[config.mk]
export PLATFORM = sky130hd
export DESIGN_NAME = fetch_decode_stage
export DESIGN_NICKNAME = d
export VERILOG_FILES = /design/src/rtl/fetch_decode_stage.sv
export SDC_FILE = /design/constraint.sdc
export NUM_CORES = 1
export LEC_CHECK = 0
export ABC_CLOCK_PERIOD_IN_PS = 3570
export BUFFER_PORTS_ARGS = -buffer_cell sky130_fd_sc_hd__buf_2
export CAP_MARGIN = 25
export CORE_MARGIN = 2
export CORE_UTILIZATION = 40
export CTS_CLUSTER_DIAMETER = 40
export CTS_CLUSTER_SIZE = 12
export DETAILED_ROUTE_END_ITERATION = 16
export PLACE_DENSITY_LB_ADDON = 0.08
export SLEW_MARGIN = 10
export SYNTH_ARGS = -nofsm -noshare
export SYNTH_HDL_FRONTEND = slang
export SYNTH_SLANG_ARGS = --single-unit
[constraint.sdc]
create_clock -name clk -period 3.57 [get_ports clk]
set_clock_uncertainty 0.05 [all_clocks]
set_input_delay 0.1785 -clock clk [delete_from_list [all_inputs] [get_ports clk]]
set_output_delay 0.1785 -clock clk [all_outputs]
set_load 0.05 [all_outputs]
[src/rtl/fetch_decode_stage.sv]
// Fetch stage and Fetch/Decode pipeline register for the RV32I pipeline.
// Owns the fetch PC, drives the instruction-memory request/ready handshake,
// selects the next PC (sequential, hold, or redirect from Execute) and
// registers instruction, PC and PC+4 into Decode with stall/flush/bubble.
module fetch_decode_stage #(
   parameter logic [31:0] RESET_PC  = 32'h0000_0000,
   parameter logic [31:0] NOP_INSTR = 32'h0000_0013
) (
   input  logic        clk,
   input  logic        reset,
   input  logic        stall_F,
   input  logic        stall_D,
   input  logic        flush_D,
   input  logic        pcSrc_E,
   input  logic [31:0] pcTarget_E,
   output logic [31:0] imemAddr,
   output logic        imemReq,
   input  logic [31:0] imemRdata,
   input  logic        imemReady,
   output logic [31:0] instr_D,
   output logic [31:0] pc_D,
   output logic [31:0] pcPlus4_D,
   output logic        valid_D,
   output logic        fetchWait_F
);

   // Fetch-side state
   logic [31:0] pc_q;
   logic [31:0] pc_d;
   logic [31:0] pc_plus4_F;
   logic [31:0] redirect_pc;
   logic        fetch_done;
   logic        pc_hold;

   // F/D register state
   logic [31:0] instr_q;
   logic [31:0] instr_d;
   logic [31:0] pc_D_q;
   logic [31:0] pc_D_d;
   logic [31:0] pcPlus4_D_q;
   logic [31:0] pcPlus4_D_d;
   logic        valid_q;
   logic        valid_d;

   // Decode-side update selects
   logic        fd_clear;
   logic        fd_hold;

   // Target low bits are dropped: there is no misalignment trap.
   logic        unused_target_bits;
   assign unused_target_bits = ^pcTarget_E[1:0];

   // Request is live whenever reset is not asserted; address is the raw PC.
   assign imemReq     = ~reset;
   assign imemAddr    = pc_q;
   assign fetchWait_F = imemReq & ~imemReady;

   // PC+4 wraps naturally modulo 2^32 (0xFFFF_FFFC -> 0).
   assign pc_plus4_F  = pc_q + 32'd4;
   assign redirect_pc = {pcTarget_E[31:2], 2'b00};

   // A fetch retires only when memory answers and nothing abandons or holds it.
   assign fetch_done  = imemReq & imemReady & ~stall_F & ~pcSrc_E;
   assign pc_hold     = stall_F | ~imemReady;

   // A redirect squashes whatever was being fetched, same as a flush.
   assign fd_clear    = flush_D | pcSrc_E;
   assign fd_hold     = stall_D;

   // Next fetch PC: redirect beats hold beats sequential advance.
   always_comb begin
      pc_d = pc_q;
      if (pcSrc_E) begin
         pc_d = redirect_pc;
      end else if (pc_hold) begin
         pc_d = pc_q;
      end else begin
         pc_d = pc_plus4_F;
      end
   end

   // Next F/D contents: clear beats hold beats load; anything else is a bubble.
   always_comb begin
      instr_d     = NOP_INSTR;
      pc_D_d      = 32'd0;
      pcPlus4_D_d = 32'd0;
      valid_d     = 1'b0;
      if (fd_clear) begin
         instr_d     = NOP_INSTR;
         pc_D_d      = 32'd0;
         pcPlus4_D_d = 32'd0;
         valid_d     = 1'b0;
      end else if (fd_hold) begin
         instr_d     = instr_q;
         pc_D_d      = pc_D_q;
         pcPlus4_D_d = pcPlus4_D_q;
         valid_d     = valid_q;
      end else if (fetch_done) begin
         instr_d     = imemRdata;
         pc_D_d      = pc_q;
         pcPlus4_D_d = pc_plus4_F;
         valid_d     = 1'b1;
      end
   end

   // Fetch PC register; reset takes effect immediately, abandoning any fetch.
   always_ff @(posedge clk or posedge reset) begin
      if (reset) begin
         pc_q <= RESET_PC;
      end else begin
         pc_q <= pc_d;
      end
   end

   // F/D pipeline register; reset leaves a bubble in Decode.
   always_ff @(posedge clk or posedge reset) begin
      if (reset) begin
         instr_q     <= NOP_INSTR;
         pc_D_q      <= 32'd0;
         pcPlus4_D_q <= 32'd0;
         valid_q     <= 1'b0;
      end else begin
         instr_q     <= instr_d;
         pc_D_q      <= pc_D_d;
         pcPlus4_D_q <= pcPlus4_D_d;
         valid_q     <= valid_d;
      end
   end

   assign instr_D   = instr_q;
   assign pc_D      = pc_D_q;
   assign pcPlus4_D = pcPlus4_D_q;
   assign valid_D   = valid_q;

endmodule

==> results.sh <==
export IMPL_p_int_mw=2.71
export IMPL_die_area_um2=14800
export IMPL_ys_ff_latch=124
export IMPL_worst_pin_slew_ns=0.976
export IMPL_core_area_um2=13300
export IMPL_post_route_worst_setup_slack_ns=0.957
export IMPL_netlist_instances=522
export IMPL_synth_area_leaders="dfrtp_1 55%, a22o_1 9.8%, xor2_1 6.3%"
export IMPL_crit_path_frequent_cell="or4_4"
export IMPL_min_period_ns=2.61
export IMPL_grt_pass1_vias=4676
export IMPL_vias=4814
export IMPL_postRouteAntennaNets=0
export IMPL_path_cells="ha_1, nand3_2, or4_4, or4_4, xor2_1, o21ai_2"
export IMPL_cts_clk_slew_worst_paths_ns=0.05
export IMPL_cts_root_buf="clkbuf_16"
export IMPL_drv_slew=0
export IMPL_drt_iter0_drc=210
export IMPL_status="completed"
export IMPL_power_leakage_nw=3.83
export IMPL_cp_max_fo=8
export IMPL_cts_tree="yes"
export IMPL_synthDistinctLibCells=35
export IMPL_pwr_share_seq=0.416
export IMPL_crit_path_start_kind="register"
export IMPL_switchingPower_mw=0.969
export IMPL_worstPathRequired_ns=3.81
export IMPL_htree_levels=4
export IMPL_hold_class="in2reg"
export IMPL_drive_above_1_share=0.325
export IMPL_numPortBuffers=197
export IMPL_die_x_um=121
export IMPL_cts_sinks=124
export IMPL_irDropWorstVdd_mv=0.296
export IMPL_finalWeightedCongestion=0.787
export IMPL_avgViaCountPerCell=5.09
export IMPL_syn_area_um2=5520
export IMPL_area_delta_synth_final_pct=41.3
export IMPL_globalRoute_totalOverflow=0
export IMPL_arrival_ns=2.85
export IMPL_synth_area_leader_cell="dfrtp_1"
export IMPL_comb_power_share=0.121
export IMPL_hold_viol=0
export IMPL_post_place_ws_ns=1.00
export IMPL_antenna_cells=0
export IMPL_setup_viol=0
export IMPL_rsz0062_at_grt="no"
export IMPL_slew_headroom=0.344
export IMPL_grtUsageTotal=0.224
export IMPL_cts_made_buffers=17
export IMPL_fillers=1176
export IMPL_synth_top_area_frac=0.548
export IMPL_synth_ff_type="dfrtp_1"
export IMPL_synth_edff_count=0
export IMPL_drt_wirelength_per_cell_um=16.7
export IMPL_postSynthAreaPerCell_um2=10.6
export IMPL_maxCapViolCount=0
export IMPL_fp_dieH_um=121
export IMPL_drc=0
export IMPL_grt_pass1_wl_mm=25.1
export IMPL_timing_fmax_mhz=383
export IMPL_antenna_found_initial=0
export IMPL_firstDrtPassIters=5
export IMPL_powerDensity_nw_per_um2=472
export IMPL_slowest_stage="or4_4"
export IMPL_clock_power_share=0.462
export IMPL_synth_seq_area_share=0.563
export IMPL_grt_max_degree=91
export IMPL_end_kind="register"
export IMPL_initial_core_util=0.414
export IMPL_clock_latency_ns=0.42
export IMPL_post_cts_resized=0
export IMPL_place_hpwl_mm=10.5
export IMPL_num_rows=42
export IMPL_fin_crit_sh=0.732
export IMPL_nets=829
export IMPL_synthArstFlopShare=1.00
export IMPL_yosysWarnings=0
export IMPL_tns_ns=0
export IMPL_max_stage_delay_ns=0.64
export IMPL_worstSetupPathType="reg2reg"
export IMPL_wl_mm=15.8
export IMPL_clock_path_buffers=2
export IMPL_p_sw_frac=0.263
export IMPL_io_pins=202
[power by group through the flow]
stage	combinational [mW]	clock (mW)	sequential [mW]
after floorplan	0.186	0	1.64
after global placement	0.392	0	1.55
after detailed placement	0.395	0	1.56
after CTS	0.451	1.74	1.53
after global routing	0.485	1.80	1.54
final	0.447	1.70	1.53
[timing repair]
action,4_1_cts,5_1_grt
setup buffers,0,0
hold buffers,64,0
hold endpoints to repair,78,0
setup endpoints to repair,0,0
[critical path: cells and delay by family (launching register included)]
kind / cells / cell delay, ns
AOI/OAI and AO/OA: 1 / 0.06
xor gates and xnor gates: 1 / 0.18
adders and majority gates: 1 / 0.34
DFF: 1 / 0.52
and+or+nand+nor: 3 / 1.33
[through the flow]
step           power [mW]  hold slack (ns)  instances   util  area (um^2)
2_1_floorplan        1.82            0.249        523      -         5530
3_3_place_gp         1.95            0.189        849  0.491         6560
5_1_grt              3.83           0.0765        946  0.585         7800
4_1_cts              3.73           0.0514        946  0.585         7800
6_report             3.68           0.0781        946  0.585         7800
3_5_place_dp         1.95            0.194        850  0.492         6570
[final cells by class]
type | count | area [um^2] | area share
clock buffer | 25 | 505 | 0.0648
sequential | 124 | 3110 | 0.398
multi-input combinational | 343 | 2180 | 0.279
timing repair buffer | 270 | 1700 | 0.218
clock inverter | 7 | 85.1 | 0.0109
tap | 176 | 220 | 0.0282
inverter | 1 | 7.51 | 0.000962
[sequential cells by signal (all words and copies together) (netlist names)]
signal and cells:
imemAddr 30, pc_D 31, instr_D 32, pcPlus4_D 30
valid_D 1
[per-layer routing]
metal | up-vias | wire (um) | GRT usage | part of all wire
li1 | 2292 | - | - | -
met5 | - | 0 | 0 | 0
met2 | 192 | 7320 | 0.349 | 0.46
met3 | 26 | 1070 | 0.0564 | 0.068
met1 | 2304 | 7110 | 0.300 | 0.45
met4 | 0 | 322 | 0.0869 | 0.020
[layout by cell type (no fill, tap or decap), types with 2 or more instances in the layout]
cell / Yosys / routed
bufinv_16: 0 / 2
xor2_1: 40 / 40
nand4_1: 17 / 17
and3_1: 4 / 3
o21ai_0: 55 / 55
a22o_1: 62 / 62
clkinv_2: 0 / 5
nand2_1: 87 / 87
clkbuf_8: 0 / 5
and4_1: 2 / 2
dfstp_2: 3 / 3
or4_4: 2 / 2
clkbuf_1: 39 / 3
buf_4: 8 / 8
buf_2: 6 / 197
o22a_1: 3 / 3
nor3_1: 5 / 5
dfrtp_1: 121 / 121
xnor2_1: 17 / 17
nor4_1: 7 / 5
conb_1: 1 / 2
nor4_2: 1 / 3
nor2_1: 12 / 12
dlygate4sd3_1: 0 / 64
nand3_1: 15 / 15
clkbuf_16: 0 / 17
[path summary, 6_finish.rpt]
kind | startpoint | to | slack (ns) | cells past startpoint
max | imemAddr[2] | imemAddr[20] | 0.96 | 6
min | flush_D | pc_D[1] | 0.08 | 3
min in group asynchronous | reset | pcPlus4_D[13] | 0.33 | 3
min reg2reg | pcPlus4_D[9] | pcPlus4_D[9] | 0.42 | 2
max in group asynchronous | reset | instr_D[10] | 2.07 | 4
max reg2reg | imemAddr[2] | imemAddr[20] | 0.96 | 6
[kinds of logic (layout without fill, tap and decap cells)]
family,count (synthesis),count (layout),share of synthesized area
flops,124,124,0.563
simple gates,160,160,0.139
xor+xnor,57,57,0.0904
buf+inv,56,303,0.0462
compound gates,121,121,0.155
mux,2,2,0.00385
fa+ha+maj,1,1,0.00227
other cells,1,2,0.000679
[Yosys cell counts (4+ instances only)]
cell type and count:
dfrtp_1 121, nand2_1 87, a22o_1 62, o21ai_0 55, xor2_1 40, clkbuf_1 39
nand4_1 17, xnor2_1 17, nand3_1 15, nor2_1 12, buf_4 8, nor4_1 7
buf_2 6, nor3_1 5, and3_1 4
Note: power is estimated with default switching activity, not from simulation.
